File: src/rtl/wb_stage_pipe.sv
// ---------------------------------------------------------------------------
// wb_stage_pipe -- registered, pipelined write-back stage.
//
// Sits after memory access and drives the register-file write port. ALU and
// link results are written one cycle after they are accepted. A load is held
// until the memory controller returns data (variable latency), and upstream
// is stalled meanwhile. Memory timeouts and orphan memory returns are
// reported on sticky error flags that clear only on reset.
//
// Optional feature macro: WB_LOAD_EXT_EN
//   defined   : sub-word loads (half/byte) are lane-selected by the byte
//               offset and sign- or zero-extended to N bits.
//   undefined : load data passes through unchanged; in_lsize, in_lsign and
//               in_laddr are ignored.
//
// Handshake: an instruction is accepted in any cycle where in_valid and
// in_ready are both 1. in_ready is 1 only while no load is outstanding and
// reset is low. There is no back-pressure on the write port: wb_we is a
// one-cycle pulse and the register file must take it.
//
// Ports
//   clk, rst                  clock, synchronous active-high reset
//   in_valid / in_ready       upstream handshake
//   in_exe, in_pcinc          ALU result, PC+4 (link value)
//   in_rx, in_lr, in_regsel   destination select (1 = in_lr, 0 = in_rx)
//   in_datasel                00/01 pcinc, 10 memory load, 11 exe
//   in_wben                   instruction writes a register
//   in_lsize/in_lsign/in_laddr  load size, sign, byte offset (ext only)
//   mem_valid, mem_data       load return from the memory controller
//   wb_we, wb_reg, wb_data    register-file write port
//   timeout_err, orphan_err   sticky error flags
// ---------------------------------------------------------------------------
module wb_stage_pipe #(
  parameter int N           = 32,
  parameter int RA          = 5,
  parameter int MEM_TIMEOUT = 64
) (
  input  logic          clk,
  input  logic          rst,
  input  logic          in_valid,
  output logic          in_ready,
  input  logic [N-1:0]  in_exe,
  input  logic [N-1:0]  in_pcinc,
  input  logic [RA-1:0] in_rx,
  input  logic [RA-1:0] in_lr,
  input  logic [1:0]    in_datasel,
  input  logic          in_regsel,
  input  logic          in_wben,
  input  logic [1:0]    in_lsize,
  input  logic          in_lsign,
  input  logic [1:0]    in_laddr,
  input  logic          mem_valid,
  input  logic [N-1:0]  mem_data,
  output logic          wb_we,
  output logic [RA-1:0] wb_reg,
  output logic [N-1:0]  wb_data,
  output logic          timeout_err,
  output logic          orphan_err
);

  // Counter must hold 0 .. MEM_TIMEOUT-1.
  localparam int CW = (MEM_TIMEOUT > 1) ? $clog2(MEM_TIMEOUT) : 1;
  localparam logic [CW-1:0] CNT_LAST = CW'(MEM_TIMEOUT - 1);

  typedef enum logic {
    IDLE     = 1'b0,
    WAIT_MEM = 1'b1
  } state_t;

  state_t        state, stateNext;
  logic [CW-1:0] waitCnt, waitCntNext;

  // Captured load context, used when the memory data returns.
  logic [RA-1:0] pendReg;
  logic          pendWben;

  logic [RA-1:0] dest;
  logic [N-1:0]  memFormatted;

  logic          weNext;
  logic          wbUpd;
  logic [RA-1:0] regNext;
  logic [N-1:0]  dataNext;
  logic          capture;
  logic          setTimeout;
  logic          setOrphan;

  assign dest     = in_regsel ? in_lr : in_rx;
  assign in_ready = (state == IDLE) && !rst;

`ifdef WB_LOAD_EXT_EN
  logic [1:0] pendSize;
  logic       pendSign;
  logic [1:0] pendAddr;

  function automatic logic [N-1:0] fmtLoad(
    input logic [N-1:0] data,
    input logic [1:0]   size,
    input logic         sign,
    input logic [1:0]   addr
  );
    logic [15:0]  half;
    logic [7:0]   lane8;
    logic [N-1:0] res;
    half  = addr[1] ? data[31:16] : data[15:0];
    case (addr)
      2'd0:    lane8 = data[7:0];
      2'd1:    lane8 = data[15:8];
      2'd2:    lane8 = data[23:16];
      default: lane8 = data[31:24];
    endcase
    case (size)
      2'b01:   res = {{(N-16){sign & half[15]}}, half};
      2'b10:   res = {{(N-8){sign & lane8[7]}}, lane8};
      default: res = data;  // word, and the unused 11 encoding
    endcase
    return res;
  endfunction

  assign memFormatted = fmtLoad(mem_data, pendSize, pendSign, pendAddr);
`else
  logic unusedExtInputs;
  assign unusedExtInputs = ^{in_lsize, in_lsign, in_laddr};
  assign memFormatted    = mem_data;
`endif

  always_comb begin
    stateNext   = state;
    waitCntNext = waitCnt;
    weNext      = 1'b0;
    wbUpd       = 1'b0;
    regNext     = wb_reg;
    dataNext    = wb_data;
    capture     = 1'b0;
    setTimeout  = 1'b0;
    setOrphan   = 1'b0;
    case (state)
      IDLE: begin
        // Any memory return while no load is outstanding is an orphan,
        // including the cycle in which a load is being accepted.
        if (mem_valid) setOrphan = 1'b1;
        if (in_valid) begin
          if (in_datasel == 2'b10) begin
            capture     = 1'b1;
            stateNext   = WAIT_MEM;
            waitCntNext = '0;
          end else begin
            wbUpd    = 1'b1;
            weNext   = in_wben && (dest != '0);
            regNext  = dest;
            dataNext = (in_datasel == 2'b11) ? in_exe : in_pcinc;
          end
        end
      end
      WAIT_MEM: begin
        // A return in the final allowed cycle still wins over the timeout.
        if (mem_valid) begin
          wbUpd       = 1'b1;
          weNext      = pendWben && (pendReg != '0);
          regNext     = pendReg;
          dataNext    = memFormatted;
          stateNext   = IDLE;
          waitCntNext = '0;
        end else if (waitCnt == CNT_LAST) begin
          setTimeout  = 1'b1;
          stateNext   = IDLE;
          waitCntNext = '0;
        end else begin
          waitCntNext = waitCnt + 1'b1;
        end
      end
      default: stateNext = IDLE;
    endcase
  end

  always_ff @(posedge clk) begin
    if (rst) begin
      state       <= IDLE;
      waitCnt     <= '0;
      wb_we       <= 1'b0;
      wb_reg      <= '0;
      wb_data     <= '0;
      timeout_err <= 1'b0;
      orphan_err  <= 1'b0;
      pendReg     <= '0;
      pendWben    <= 1'b0;
`ifdef WB_LOAD_EXT_EN
      pendSize    <= 2'b00;
      pendSign    <= 1'b0;
      pendAddr    <= 2'b00;
`endif
    end else begin
      state   <= stateNext;
      waitCnt <= waitCntNext;
      wb_we   <= weNext;
      if (wbUpd) begin
        wb_reg  <= regNext;
        wb_data <= dataNext;
      end
      if (capture) begin
        pendReg  <= dest;
        pendWben <= in_wben;
`ifdef WB_LOAD_EXT_EN
        pendSize <= in_lsize;
        pendSign <= in_lsign;
        pendAddr <= in_laddr;
`endif
      end
      if (setTimeout) timeout_err <= 1'b1;
      if (setOrphan)  orphan_err  <= 1'b1;
    end
  end

endmodule

File: config.mk
export PLATFORM = sky130hd
export DESIGN_NAME = wb_stage_pipe
export DESIGN_NICKNAME = d
export VERILOG_FILES = /design/src/rtl/wb_stage_pipe.sv
export SDC_FILE = /design/constraint.sdc
export NUM_CORES = 1
export LEC_CHECK = 0
export BUFFER_PORTS_ARGS = -buffer_cell sky130_fd_sc_hd__buf_2
export CORE_ASPECT_RATIO = 0.6
export CORE_MARGIN = 3
export CORE_UTILIZATION = 40
export CTS_CLUSTER_DIAMETER = 60
export DETAILED_ROUTE_END_ITERATION = 6
export PLACE_DENSITY = 0.81
export SLEW_MARGIN = 5
export SYNTH_ARGS = -nofsm -noshare
export SYNTH_HDL_FRONTEND = slang
export SYNTH_SLANG_ARGS = --single-unit
File: constraint.sdc
create_clock -name clk -period 1.7 [get_ports clk]
set_input_delay 0.34 -clock clk [delete_from_list [all_inputs] [get_ports clk]]
set_output_delay 0.34 -clock clk [all_outputs]
set_load 0.02 [all_outputs]
Word level (Yosys, flattened, before mapping) --
Cells that the tools add are included.
Word-level totals: bits in registers 53, bits in latches 0, memory bits (writable) 0, ROM bits 0, input bits 119, output and inout bits 41, logic and storage cells 59, memories 0
Operators by class: add/subtract/negate cells 1, multiply operators 0, div/mod/pow operators 0, $lt $le $gt $ge 0, equal/unequal tests 7, shifts and indexed selects 0, mux-type cells 33, bitwise gates (word level) 1, reductions and logical operators 8
Operators with widths (number):
- two-way mux 32 bit | 4
- one-hot mux 32 bit (2 select lines) | 1
- two-way mux 6 bit | 4
- two-way mux 5 bit | 4
- two-way mux 1 bit | 15
- one-hot mux 6 bit (2 select lines) | 1
- one-hot mux 5 bit (2 select lines) | 1
- nonzero test 5 bit | 2
- adder 6 x 1 -> 6 bit (second input constant) | 1
- equality test 6 bit (second input constant) | 1
- inequality test 2 bit (second input constant) | 3
- one-hot mux 1 bit (2 select lines) | 3
- equality test 2 bit (second input constant) | 2
- AND reduction 4 bit | 1
- logical AND 1 bit | 3
- inequality test 2 x 1 -> 1 bit (second input constant) | 1
- AND reduction 2 bit | 1
- zero test 1 bit | 1
- inverter 1 bit | 1

Logic depth before layout (Yosys ltp) --
depth after elaboration 6, depth in mapped cells 7, depth with buffers taken out 5

Least setup slack after synthesis --
OpenSTA, ideal clock, no wires.
path kind input -> register, from input port in_datasel[0], to register wb_data[10], setup time 0.117 ns, data arrival time 1.393 ns, required time 1.583 ns, setup slack 0.190 ns, cell stages on the path 7, path buffers 3, cell sequence nand2b_4 -> a31o_1 -> buf_6 -> and2_1 -> buf_6 -> buf_6 -> a22o_1
On the way: word-level cells in the longest chain between the ends 5, elaborated cells between the ends (all ways) 11, classes of those cells eq/ne: 3; mux: 7; reduce/logical: 1
RTL lines:
- start: declaration | RTL line 46 | input logic [1:0] in_datasel,
- equality test 2 bit (on tied branches) | RTL line 143, 151
- two-way mux 1 bit / two-way mux 32 bit (equally long branches) | RTL line 143, 151
- two-way mux 1 bit / two-way mux 32 bit (equally long branches) | RTL line 142, 143
- one-hot mux 1 bit (2 select lines) / two-way mux 32 bit (equally long branches) | RTL line 137, 142
- AND reduction 4 bit (no source line) / one-hot mux 32 bit (2 select lines) (equally long branches)
- end signal: assignment | RTL line 198 | wb_data <= dataNext;
- end: declaration | RTL line 56 | output logic [N-1:0] wb_data,
Several ways; a longest one is shown, not always the timed one. The select of a mux whose other input is x is not followed. A chain may end at the register's enable or synchronous reset.

Final worst setup path --
from register state, to register waitCnt[3]
On the way: word-level cells in the longest chain between the ends 3, elaborated cells between the ends (all ways) 5, classes of those cells eq/ne: 2; mux: 1; bitwise: 1; reduce/logical: 1
RTL lines:
- start: declaration | RTL line 70 | state_t state, stateNext;
- start signal: assignment | RTL line 193 | state <= stateNext;
- inverter 1 bit
- inequality test 2 x 1 -> 1 bit (no source line) / inequality test 2 bit (equally long branches)
- AND reduction 2 bit (no source line)
- end signal: assignment | RTL line 194 | waitCnt <= waitCntNext;
- end: declaration | RTL line 71 | logic [CW-1:0] waitCnt, waitCntNext;
Several ways; a longest one is shown, not always the timed one.

==> impl_metrics.env <==
export IMPL_end_kind="flip-flop"
export IMPL_grtUsageTotal_pct=17.4
export IMPL_path_delay_family="buffers and inverters"
export IMPL_antenna_left=0
export IMPL_core_sq_mm=0.00622
export IMPL_critPathMaxStageDelay_ns=0.53
export IMPL_numCtsBuffers=5
export IMPL_placed_cell_area_sq_mm=0.00349
export IMPL_syn_area_per_cell_sq_um=8.93
export IMPL_yosysWarnings=0
export IMPL_grt_pass1_vias=2357
export IMPL_grt_max_degree=77
export IMPL_muxShareOfSynthArea_pct=16.8
export IMPL_routed_via_count=2619
export IMPL_stdcell_area_sq_mm=0.00360
export IMPL_busiest_layer="met2"
export IMPL_path_max_fanout=76
export IMPL_rows=22
export IMPL_slew_viol_final=0
export IMPL_critPathLaunchType="flip-flop"
export IMPL_critPathSlowestCell="buf_4"
export IMPL_power_leakage_nw=1.87
export IMPL_synth_top_family_by_area="compound AO/OA/AOI/OAI gates"
export IMPL_synth_seq_cells=53
export IMPL_postCtsSetupBuffers=0
export IMPL_setup_worst_path_start="state"
export IMPL_grt_pass1_wl_microns=10900
export IMPL_drv_cap=0
export IMPL_reg_top3="wb_data: 32 flops, waitCnt: 6 flops"
export IMPL_fin_crit_sh_pct=91.4
export IMPL_syn_nets=414
export IMPL_drt_first_pass_iters=4
export IMPL_worst_setup_path_type="reg -> reg"
export IMPL_r2r_start="state"
export IMPL_setup_viol=0
export IMPL_relSlewSlack_pct=52.7
export IMPL_largest_register="wb_data"
export IMPL_areaGrowthSynthToFinish_pct=37.1
export IMPL_synth_simple_gate_area_share_pct=12.6
export IMPL_num_nets_final=563
export IMPL_holdBufCountCts=0
export IMPL_drive_gt1_share_pct=40.3
export IMPL_cts_root_buffer="clkbuf_8"
export IMPL_hold_violations=0
export IMPL_peakVddDrop_uv=365
export IMPL_nFillCells=546
export IMPL_synthAdderAreaFrac_pct=0.477
export IMPL_met3_usage_pct=5.14
export IMPL_hold_ws_ns=0.295
export IMPL_post_drt_wl_per_cell_microns=13.4
export IMPL_cts_resized_gates=1
export IMPL_finalWirelength_microns=7100
export IMPL_power_per_cell_area_mw_per_mm2=774
export IMPL_rsz0062_at_grt="false"
export IMPL_hp_class="in -> reg"
export IMPL_gp_congestion=0.851
export IMPL_die_area_sq_mm=0.00760
export IMPL_path_buf_inv=1
export IMPL_status="finished clean"
export IMPL_synth_compound_area_share_pct=22.5
export IMPL_hpwlAfterDp_microns=5310
export IMPL_antenna_found_initial=0
export IMPL_clkTransAtPathRegs_ns=0.09
export IMPL_grt_use_met2_pct=30.1
export IMPL_ios=160
export IMPL_synth_area_sq_mm=0.00263
export IMPL_fmax_mhz=643
export IMPL_worst_pin_slew_ns=0.706
export IMPL_cts_tree="built"
export IMPL_finClkSkew_ns=0.00498
export IMPL_clk_insertion_delay_late_ns=0.30
export IMPL_critical_path_cell_chain="buf_4, o2111ai_1, xor2_1, nor2_1"
export IMPL_synthXorXnorAreaFrac_pct=1.33
export IMPL_htreeDepth=2
export IMPL_use_met1_pct=22.1
export IMPL_cts_sinks=53
export IMPL_dr_first_iter_drc_count=87
export IMPL_diodes=0
export IMPL_drc=0
export IMPL_io_buffers=154
export IMPL_crit_required_ns=1.90
export IMPL_largest_register_ffs=32
export IMPL_layout_min_cycle_time_ns=1.55
export IMPL_crit_arrival_ns=1.75
export IMPL_initial_core_util_pct=42.2
export IMPL_synth_seq_area_share_pct=40.4
export IMPL_worstHoldStart="rst"
export IMPL_netlist_instances=294
export IMPL_drt_vias_per_instance=4.96
export IMPL_yosysUniqueCellTypes=32
export IMPL_clockBufferDepth=2
export IMPL_die_w_microns=111
export IMPL_globalRouteOverflowTotal=0
export IMPL_fp_dieH_microns=68.8
layer usage:
layer  wire length, microns  share of wire [%]  up-vias
met4                     36               0.51        0
met2                   3240                 46       80
li1                       -                  -     1344
met3                    460                6.5        4
met5                      0                  0        -
met1                   3360                 47     1191
where the power goes:
group | switching [mW] | internal (mW)
sequential | 0.0447 | 1.32
combinational | 0.342 | 0.307
clock | 0.400 | 0.369
total | 0.786 | 2.00
cell usage after synthesis, drive strengths merged:
cell     count  area share, %
dfxtp       53             40
inv          4           0.57
nand4        1           0.24
nand2b       2           0.76
nand2       40            5.7
clkbuf       9            1.3
o21ai       40            7.6
a31o         1           0.33
a22o        32             11
mux2i       44             17
buf         15            4.0
nor3         4           0.76
and3         2           0.48
a211oi       5            1.4
xnor2        1           0.33
nor2        23            3.4
a21oi        3           0.57
nand3        1           0.19
a21o         1           0.29
o2111ai      2           0.67
and2         2           0.48
and3b        1           0.33
xor2         3            1.0
ha           1           0.48
a31oi        1           0.24
nor2b        1           0.24
a41o         1           0.38
o2bb2ai      1           0.33
layout make-up:
class | instances | area, sq um | area share, %
sequential | 53 | 1060 | 29.5
clock inverter | 1 | 5.00 | 0.139
multi-input combinational | 213 | 1420 | 39.4
inverter | 4 | 15.0 | 0.417
clock buffer | 7 | 96.3 | 2.68
timing repair buffer | 166 | 898 | 25.0
tap | 84 | 105 | 2.92
placed cells by master, fill, tap and decap left out, drive strengths merged, types with 2 or more instances in the layout:
master   Yosys  routed
buf         15     166
dfxtp       53      53
mux2i       44      44
o21ai       40      40
nand2       40      40
a22o        32      32
nor2        23      23
clkbuf       9       7
a211oi       5       5
inv          4       4
nor3         4       4
a21oi        3       3
xor2         3       3
and2         2       2
and3         2       2
o2111ai      2       2
nand2b       2       2
stage by stage:
step                power [mW]  worst slack (ns)  TNS, ns  instances  util (%)
finish                    2.79             0.146        0        528      57.9
floorplan                 1.77             0.190        0        294         -
global placement          2.03            -0.186   -0.822        520      56.2
global route              2.93            0.0131        0        528      57.9
CTS                       2.81             0.146        0        528      57.9
detailed placement        2.05            -0.267    -1.44        520      56.2
path summary, 6_finish.rpt:
path	to	slack (ns)	depth (start not counted)
worst max-delay path	waitCnt[3]	0.15	4
worst min-delay path	orphan_err	0.30	2
worst max register to register	waitCnt[3]	0.15	4
worst min register to register	wb_data[25]	0.48	1
cell families (layout without fill, tap and decap cells):
family | count (synthesis) | in the layout
fa+ha+maj | 1 | 1
compound gates | 87 | 87
buf+inv | 28 | 178
flops | 53 | 53
xor+xnor | 4 | 4
mux | 44 | 44
simple gates | 77 | 77
Note: power is estimated with default switching activity, not from simulation.
